File: src/rtl/mem_result_collector_if.sv
// Bundle between the memristor controller/array and the result collector.
// The slave modport is the collector's view; the master modport is the environment's view.
interface mem_result_collector_if #(
   parameter int DATA_W = 32
);
   logic              issue_valid;
   logic [6:0]        issue_opcode;
   logic [4:0]        issue_rd;
   logic              issue_step;
   logic [DATA_W-1:0] mem_data;
   logic [DATA_W-1:0] buffer_data;
   logic              wb_valid;
   logic [4:0]        wb_rd;
   logic [DATA_W-1:0] wb_data;
   logic              wb_ready;
   logic              stall_req;
   logic              overflow_err;

   modport master (
      output issue_valid, issue_opcode, issue_rd, issue_step, mem_data, wb_ready,
      input  buffer_data, wb_valid, wb_rd, wb_data, stall_req, overflow_err
   );

   modport slave (
      input  issue_valid, issue_opcode, issue_rd, issue_step, mem_data, wb_ready,
      output buffer_data, wb_valid, wb_rd, wb_data, stall_req, overflow_err
   );
endinterface

File: src/rtl/mem_result_collector.sv
// Captures the memristor array result one cycle after issue and routes it either back to the
// controller buffer (gate-to-memory ops) or into a tagged FIFO toward CPU register writeback.
module mem_result_collector #(
   parameter int         DEPTH     = 4,
   parameter int         PTR_W     = 2,
   parameter int         DATA_W    = 32,
   parameter logic [6:0] OP_MLW    = 7'h0B,
   parameter logic [6:0] OP_MOR    = 7'h10,
   parameter logic [6:0] OP_MXNOR  = 7'h15,
   parameter logic [6:0] OP_MORM   = 7'h18,
   parameter logic [6:0] OP_MXNORM = 7'h1D
) (
   input logic                  clk,
   input logic                  rst,
   mem_result_collector_if.slave bus
);

   typedef enum logic {
      CLS_CPU = 1'b0,
      CLS_MEM = 1'b1
   } res_class_e;

   typedef struct packed {
      logic [4:0]        rd;
      logic [DATA_W-1:0] data;
   } wb_entry_t;

   localparam logic [PTR_W-1:0] PTR_ONE  = PTR_W'(1);
   localparam logic [PTR_W:0]   CNT_ONE  = (PTR_W+1)'(1);
   localparam logic [PTR_W:0]   FULL_CNT = (PTR_W+1)'(DEPTH);
   localparam logic [PTR_W+1:0] STALL_AT = (PTR_W+2)'(DEPTH-1);

   logic       is_cpu;
   logic       is_mem;
   logic       capture;
   logic       s1_valid;
   res_class_e s1_class;
   logic [4:0] s1_rd;

   logic [DATA_W-1:0] buf_reg;
   wb_entry_t         fifo_mem [DEPTH];
   logic [PTR_W-1:0]  wr_ptr;
   logic [PTR_W-1:0]  rd_ptr;
   logic [PTR_W:0]    count;
   logic              overflow_q;

   logic mem_hit;
   logic cpu_inflight;
   logic push_req;
   logic push_ok;
   logic pop;
   logic full;
   logic [PTR_W+1:0] occupancy;
   wb_entry_t        head;

   assign is_cpu  = (bus.issue_opcode == OP_MLW) ||
                    ((bus.issue_opcode >= OP_MOR) && (bus.issue_opcode <= OP_MXNOR));
   assign is_mem  = (bus.issue_opcode >= OP_MORM) && (bus.issue_opcode <= OP_MXNORM);
   assign capture = bus.issue_valid && (is_cpu || is_mem) && !bus.issue_step;

   // NOTE: state registers use non-blocking assignments so every flop samples pre-edge values.
   always_ff @(posedge clk) begin
      if (rst) s1_valid <= 1'b0;
      else     s1_valid <= capture;
   end

   // Tag fields are qualified by s1_valid, so they need no reset.
   always_ff @(posedge clk) begin
      s1_class <= is_cpu ? CLS_CPU : CLS_MEM;
      s1_rd    <= bus.issue_rd;
   end

   assign mem_hit      = s1_valid && (s1_class == CLS_MEM);
   assign cpu_inflight = s1_valid && (s1_class == CLS_CPU);
   assign push_req     = cpu_inflight && (s1_rd != 5'd0);
   assign full         = (count == FULL_CNT);
   assign pop          = bus.wb_valid && bus.wb_ready;
   assign push_ok      = push_req && (!full || pop);

   always_ff @(posedge clk) begin
      if (rst)          buf_reg <= '0;
      else if (mem_hit) buf_reg <= bus.mem_data;
   end

   // NOTE: FIFO storage is deliberately not reset; pointers and count define which entries are live.
   always_ff @(posedge clk) begin
      if (push_ok) fifo_mem[wr_ptr] <= '{rd: s1_rd, data: bus.mem_data};
   end

   always_ff @(posedge clk) begin
      if (rst) begin
         wr_ptr     <= '0;
         rd_ptr     <= '0;
         count      <= '0;
         overflow_q <= 1'b0;
      end else begin
         if (push_ok) wr_ptr <= wr_ptr + PTR_ONE;
         if (pop)     rd_ptr <= rd_ptr + PTR_ONE;
         // NOTE: the default arm keeps the case complete, so no unintended hold logic appears.
         case ({push_ok, pop})
            2'b10:   count <= count + CNT_ONE;
            2'b01:   count <= count - CNT_ONE;
            default: count <= count;
         endcase
         if (push_req && full && !pop) overflow_q <= 1'b1;
      end
   end

   // Room is reserved for the capture in stage 1 plus the one the controller is issuing now.
   assign occupancy = {1'b0, count} + {{(PTR_W+1){1'b0}}, cpu_inflight};

   assign head             = fifo_mem[rd_ptr];
   assign bus.buffer_data  = mem_hit ? bus.mem_data : buf_reg;
   assign bus.wb_valid     = (count != '0);
   assign bus.wb_rd        = head.rd;
   assign bus.wb_data      = head.data;
   assign bus.stall_req    = (occupancy >= STALL_AT);
   assign bus.overflow_err = overflow_q;

endmodule

File: src/flat_wrapper.sv
// flat-port wrapper written by rule: the top's interface ports become plain ports
module mem_result_collector_flat 
#(
   parameter int         DEPTH     = 4,
   parameter int         PTR_W     = 2,
   parameter int         DATA_W    = 32,
   parameter logic [6:0] OP_MLW    = 7'h0B,
   parameter logic [6:0] OP_MOR    = 7'h10,
   parameter logic [6:0] OP_MXNOR  = 7'h15,
   parameter logic [6:0] OP_MORM   = 7'h18,
   parameter logic [6:0] OP_MXNORM = 7'h1D
)
  (clk, rst, bus_issue_valid, bus_issue_opcode, bus_issue_rd, bus_issue_step, bus_mem_data, bus_wb_ready, bus_buffer_data, bus_wb_valid, bus_wb_rd, bus_wb_data, bus_stall_req, bus_overflow_err);
  mem_result_collector_if #(.DATA_W(DATA_W)) bus_i ();
  input logic clk;
  input logic rst;
  input wire logic [$bits(bus_i.issue_valid)-1:0] bus_issue_valid;
  input wire logic [$bits(bus_i.issue_opcode)-1:0] bus_issue_opcode;
  input wire logic [$bits(bus_i.issue_rd)-1:0] bus_issue_rd;
  input wire logic [$bits(bus_i.issue_step)-1:0] bus_issue_step;
  input wire logic [$bits(bus_i.mem_data)-1:0] bus_mem_data;
  input wire logic [$bits(bus_i.wb_ready)-1:0] bus_wb_ready;
  output wire logic [$bits(bus_i.buffer_data)-1:0] bus_buffer_data;
  output wire logic [$bits(bus_i.wb_valid)-1:0] bus_wb_valid;
  output wire logic [$bits(bus_i.wb_rd)-1:0] bus_wb_rd;
  output wire logic [$bits(bus_i.wb_data)-1:0] bus_wb_data;
  output wire logic [$bits(bus_i.stall_req)-1:0] bus_stall_req;
  output wire logic [$bits(bus_i.overflow_err)-1:0] bus_overflow_err;
  assign bus_i.issue_valid = bus_issue_valid;
  assign bus_i.issue_opcode = bus_issue_opcode;
  assign bus_i.issue_rd = bus_issue_rd;
  assign bus_i.issue_step = bus_issue_step;
  assign bus_i.mem_data = bus_mem_data;
  assign bus_i.wb_ready = bus_wb_ready;
  assign bus_buffer_data = bus_i.buffer_data;
  assign bus_wb_valid = bus_i.wb_valid;
  assign bus_wb_rd = bus_i.wb_rd;
  assign bus_wb_data = bus_i.wb_data;
  assign bus_stall_req = bus_i.stall_req;
  assign bus_overflow_err = bus_i.overflow_err;
  mem_result_collector #(.DEPTH(DEPTH), .PTR_W(PTR_W), .DATA_W(DATA_W), .OP_MLW(OP_MLW), .OP_MOR(OP_MOR), .OP_MXNOR(OP_MXNOR), .OP_MORM(OP_MORM), .OP_MXNORM(OP_MXNORM)) u_core (.clk(clk), .rst(rst), .bus(bus_i));
endmodule
File: config.mk
export PLATFORM = sky130hd
export DESIGN_NAME = mem_result_collector_flat
export DESIGN_NICKNAME = d
export VERILOG_FILES = /design/src/rtl/mem_result_collector_if.sv /design/src/rtl/mem_result_collector.sv /design/src/flat_wrapper.sv
export SDC_FILE = /design/constraint.sdc
export NUM_CORES = 1
export LEC_CHECK = 0
export CELL_PAD_IN_SITES_DETAIL_PLACEMENT = 1
export CELL_PAD_IN_SITES_GLOBAL_PLACEMENT = 1
export CORE_AREA = 2 2 126 128
export CTS_CLUSTER_DIAMETER = 150
export DETAILED_ROUTE_END_ITERATION = 10
export DIE_AREA = 0 0 128 130
export HOLD_SLACK_MARGIN = 0.03
export PLACE_DENSITY = 0.82
export RECOVER_POWER = 50
export SETUP_SLACK_MARGIN = 0.05
export SLEW_MARGIN = 30
export SYNTH_ARGS = -nofsm -noshare
export SYNTH_HDL_FRONTEND = slang
export SYNTH_SLANG_ARGS = --single-unit
File: constraint.sdc
create_clock -name clk -period 3.7 [get_ports clk]
set_input_delay 0.74 -clock clk [delete_from_list [all_inputs] [get_ports clk]]
set_output_delay 0.74 -clock clk [all_outputs]
set_load 0.05 [all_outputs]
======== After elaboration in Yosys (flattened, before gate mapping) ========
Memories as Yosys holds them, arrays and structs flattened. A register that Yosys moved wholly into a read port is not among the register bits.
Cells that the tools add are included.
word-level totals
  bits in registers ....................... 47
  bits in writable memories ............... 148
  input bits .............................. 49
  output and inout bits ................... 72
  logic and storage cells ................. 51
  memories ................................ 1
operators by class
  $add $sub $neg .......................... 5
  magnitude comparators ................... 5
  equality and inequality tests ........... 4
  multiplexer cells ....................... 7
  bitwise operators ....................... 1
  reductions and logical operators ........ 20
memory list
  memory           depth  width  rd ports  clocked after memory_dff  wr ports  RTL line                    RTL
  u_core.fifo_mem  4      37     1         1                         1         mem_result_collector.sv:41  wb_entry_t fifo_mem [DEPTH];
operators with widths
  cell                                                                                 count
  32-bit 2-to-1 mux                                                                    1
  7-bit by 5-bit greater-or-equal comparator with 1-bit output, second input constant  2
  7-bit by 5-bit <= comparator with 1-bit output, second input constant                2
  1-bit logical AND                                                                    11
  7-bit by 4-bit equality test with 1-bit output, second input constant                1
  3-bit one-hot mux with 2 select lines                                                1
  5-bit nonzero test                                                                   1
  2-bit by 1-bit adder with 2-bit output, second input constant                        2
  3-bit by 1-bit adder with 4-bit output                                               1
  4-bit by 2-bit greater-or-equal comparator with 1-bit output, second input constant  1
  2-bit 2-to-1 mux                                                                     2
  3-bit by 1-bit adder with 3-bit output, second input constant                        1
  3-bit equality test, second input constant                                           1
  1-bit logical NOT                                                                    3
  1-bit logical OR                                                                     3
  1-bit 2-to-1 mux                                                                     3
  3-bit nonzero test                                                                   1
  3-bit by 1-bit subtractor with 3-bit output, second input constant                   1
  2-bit by 1-bit equality test with 1-bit output, second input constant                1
  2-bit equality test, second input constant                                           1
  2-bit nonzero test                                                                   1
  1-bit NOT                                                                            1

======== Logic depth before layout (Yosys ltp) ========
  word-level depth ........................ 6
  depth in mapped cells ................... 9
  mapped depth without buffers ............ 9

======== Worst setup path after synthesis ========
Ideal clock, no wire load.
  path type ............................... reg-to-output
  start point ............................. register u_core.s1_valid
  end point ............................... output bus_stall_req
  arrival ................................. 2.017 ns
  required time ........................... 2.960 ns
  slack ................................... 0.943 ns
  stages on the path, launching flop included .. 7
  path buffers ............................ 0
  cell sequence ........................... dfxtp_1 nor2b_1 ha_1 ha_1 nand2_1 a21oi_1 o21ai_0
on the way
  cells in the longest elaborated chain, start to end .. 3
RTL lines
  what                                                          RTL line                     RTL
  from (decl)                                                   mem_result_collector.sv:36   logic s1_valid;
  from (signal assigned)                                        mem_result_collector.sv:64   else s1_valid <= capture;
  1-bit logical AND                                             mem_result_collector.sv:74   assign cpu_inflight = s1_valid && (s1_class == CLS_CPU);
  3-bit by 1-bit adder with 4-bit output                        mem_result_collector.sv:110  assign occupancy = {1'b0, count} + {{(PTR_W+1){1'b0}}, cpu_inflight};
  4-bit by 2-bit greater-or-equal comparator with 1-bit output  mem_result_collector.sv:117  assign bus.stall_req = (occupancy >= STALL_AT);
  to (decl)                                                     flat_wrapper.sv:27           output wire logic [$bits(bus_i.stall_req)-1:0] bus_stall_req;
No other way between the ends.

======== Worst setup path after layout ========
  start point ............................. register u_core.s1_valid
  end point ............................... output bus_buffer_data[0]
on the way
  cells in the longest elaborated chain, start to end .. 2
RTL lines
  what               RTL line                     RTL
  1-bit logical AND  mem_result_collector.sv:73   assign mem_hit = s1_valid && (s1_class == CLS_MEM);
  32-bit 2-to-1 mux  mem_result_collector.sv:113  assign bus.buffer_data = mem_hit ? bus.mem_data : buf_reg;
  to (decl)          flat_wrapper.sv:23           output wire logic [$bits(bus_i.buffer_data)-1:0] bus_buffer_data;
No other way between the ends.

==> qor.yml <==
status: "completed"
h-tree-depth: 4
place_hpwl_um: 9390
rsz0062_at_grt: "no"
synth-xor-area-share_pct: 0.477
drt-initial-drc-count: 222
max_stage_delay_ns: 0.72
cts_buffers: 17
crit_type: "reg -> out"
die_w_um: 128
period_share_pct: 92.4
yosysSeqAreaShare_pct: 73.9
gp_congestion: 0.742
min_to: "u_core.bus.overflow_err"
post_cts_buffers: 0
synthMuxAreaShare_pct: 16.6
critPathMaxFanout: 19
detail_route.wl_per_cell_um: 21.2
worst_pin_slew_ns: 1.07
cts_tree: "yes"
synth_top_family_by_area: "multiplexers"
layout.nets: 564
grt_pass1_vias: 4126
detail-route-antenna-nets: 0
cp-start-kind: "flop"
ctsHoldBuffers: 0
synthArstFlopShare_pct: 0
cts_resized: 0
grt-ovfl-total: 0
dp_cells: 680
die_h_um: 130
worst_clock_skew_ns: 0.0112
vdd_drop_max_mv: 0.356
synth-edff-count: 148
ys_warn_count: 0
layout_common_cells: "edfxtp_1 (148), clkdlybuf4s50_1 (79), dfxtp_1 (47)"
synth-compound-area-share_pct: 1.24
worstHoldStart: "u_core.bus.overflow_err"
area_growth_pct: 27.0
wl_um: 15100
coreArea_um2: 15400
postPlaceCellArea_um2: 8790
holdWs_ns: 0.454
setup_viol: 0
syn_area_um2: 7350
hold_viol_final: 0
finalMaxSlewViolations: 0
cts_sinks: 197
drc: 0
drt_pass1_iterations: 5
antenna_found_initial: 0
grt_max_degree: 45
synthAdderAreaFrac_pct: 1.46
dieArea_um2: 16600
vias: 3796
p_per_area_nw_per_um2: 452
start_util_pct: 47.6
track_usage_pct: 19.3
hold_path_depth: 2
cts_root_buffer: "clkbuf_16"
syn_area_per_cell_um2: 19.4
stdcell_count: 712
dominantRegCellSynth: "edfxtp_1"
port_buffers: 120
fin_util_pct: 60.5
crit_arrival_ns: 2.68
yosys.area_share.simple_pct: 4.97
synthDistinctLibCells: 36
cap_violations: 0
drive_above_1_share_pct: 19.2
relSlewSlack_pct: 28.8
hold_path.class: "reg -> reg"
grt_pass1_wl_um: 23200
finalCriticalPeriod_ns: 3.42
postSynthCellCount: 379
design_area_um2: 9330
num_io_pins: 121
diodes: 0
path_cells: "nand2_1, buf_12, mux2_1, clkdlybuf4s50_1"
r2r_start: "u_core.s1_rd[0]"
clock_latency_ns: 0.43
cpMaxStageDelayCell: "clkdlybuf4s50_1"
routed_via_density: 5.33
critical_path_required_ns: 2.96
tns_ns: 0
worst_setup_path_end_kind: "output pin"
placementRows: 46
worstReg2RegEnd: "u_core.count[2]"
p_leak_nw: 3.11
ys_ff_latch: 197
cts_buffer_depth: 2
fmax_mhz: 293
largest_register_ffs: 148
synth_nets: 436
clk_transition_reported_paths_ns: 0.06
final_common_cell: "edfxtp_1"
reg2reg_slack_ns: 1.13
rr_worst_depth: 9
## layout make-up
cell class	count	area, um2
fill	1380	6100
sequential	197	5430
multi-input combinational	158	1810
timing repair buffer	125	1270
clock buffer	23	468
tap	192	240
clock inverter	9	78.8
inverter	8	30.0
## metal layers
layer  global-route usage [%]  wire [um]
met1                     24.3       6260
met4                     6.79         73
met5                        0          0
met2                     33.0       8120
met3                     4.59        617
## Yosys cell counts, drive strengths merged (2+ instances only)
| cell type | number | area, um2 |
|---|---|---|
| edfxtp | 148 | 4440 |
| clkbuf | 7 | 27.5 |
| dfxtp | 49 | 981 |
| nand2 | 4 | 15.0 |
| or3 | 2 | 13.8 |
| xor2 | 3 | 26.3 |
| nand2b | 2 | 12.5 |
| nor2b | 33 | 206 |
| nor2 | 11 | 41.3 |
| and2 | 4 | 30.0 |
| mux4 | 37 | 833 |
| buf | 9 | 45.1 |
| inv | 8 | 30.0 |
| mux2 | 33 | 375 |
| a21oi | 5 | 25.0 |
| o21ai | 3 | 15.0 |
| ha | 7 | 87.6 |
## power by group
group          switching, mW  internal [mW]
combinational         0.0614         0.0521
clock                  0.766          0.958
sequential           0.00502           2.38
## worst max path at each step
| stage | cells past startpoint | endpoint | slack, ns | start |
|---|---|---|---|---|
| floorplan | 6 | bus_stall_req | 0.94 | u_core.s1_valid |
| detailed placement | 10 | u_core.count[2] | 0.40 | bus_wb_ready |
| CTS | 6 | bus_stall_req | 0.24 | u_core.s1_valid |
| finish | 4 | bus_buffer_data[0] | 0.28 | u_core.s1_valid |
| global placement | 10 | u_core.count[2] | 0.52 | bus_wb_ready |
| global route | 4 | bus_buffer_data[0] | 0.14 | u_core.s1_valid |
## critical path, delay by kind of cell, from the launching register on
family        cells  cell delay, ns
mux               1            0.39
flops             1            0.32
simple gates      1            0.55
buf+inv           2            0.98
## metrics by stage
step                setup WS (ns)  power, mW
finish                      0.282       4.22
global route                0.136       4.36
floorplan                   0.943       2.46
global placement            0.523       2.55
CTS                         0.243       4.27
detailed placement          0.399       2.55
## cell families (layout without fill, tap and decap cells)
group / count (synthesis) / after routing
muxes: 71 / 71
buffers and inverters: 24 / 165
AOI/OAI and AO/OA: 13 / 13
DFF: 197 / 197
and+or+nand+nor: 62 / 62
xor gates and xnor gates: 4 / 4
adders and majority gates: 8 / 8
Note: power is estimated with default switching activity, not from simulation.
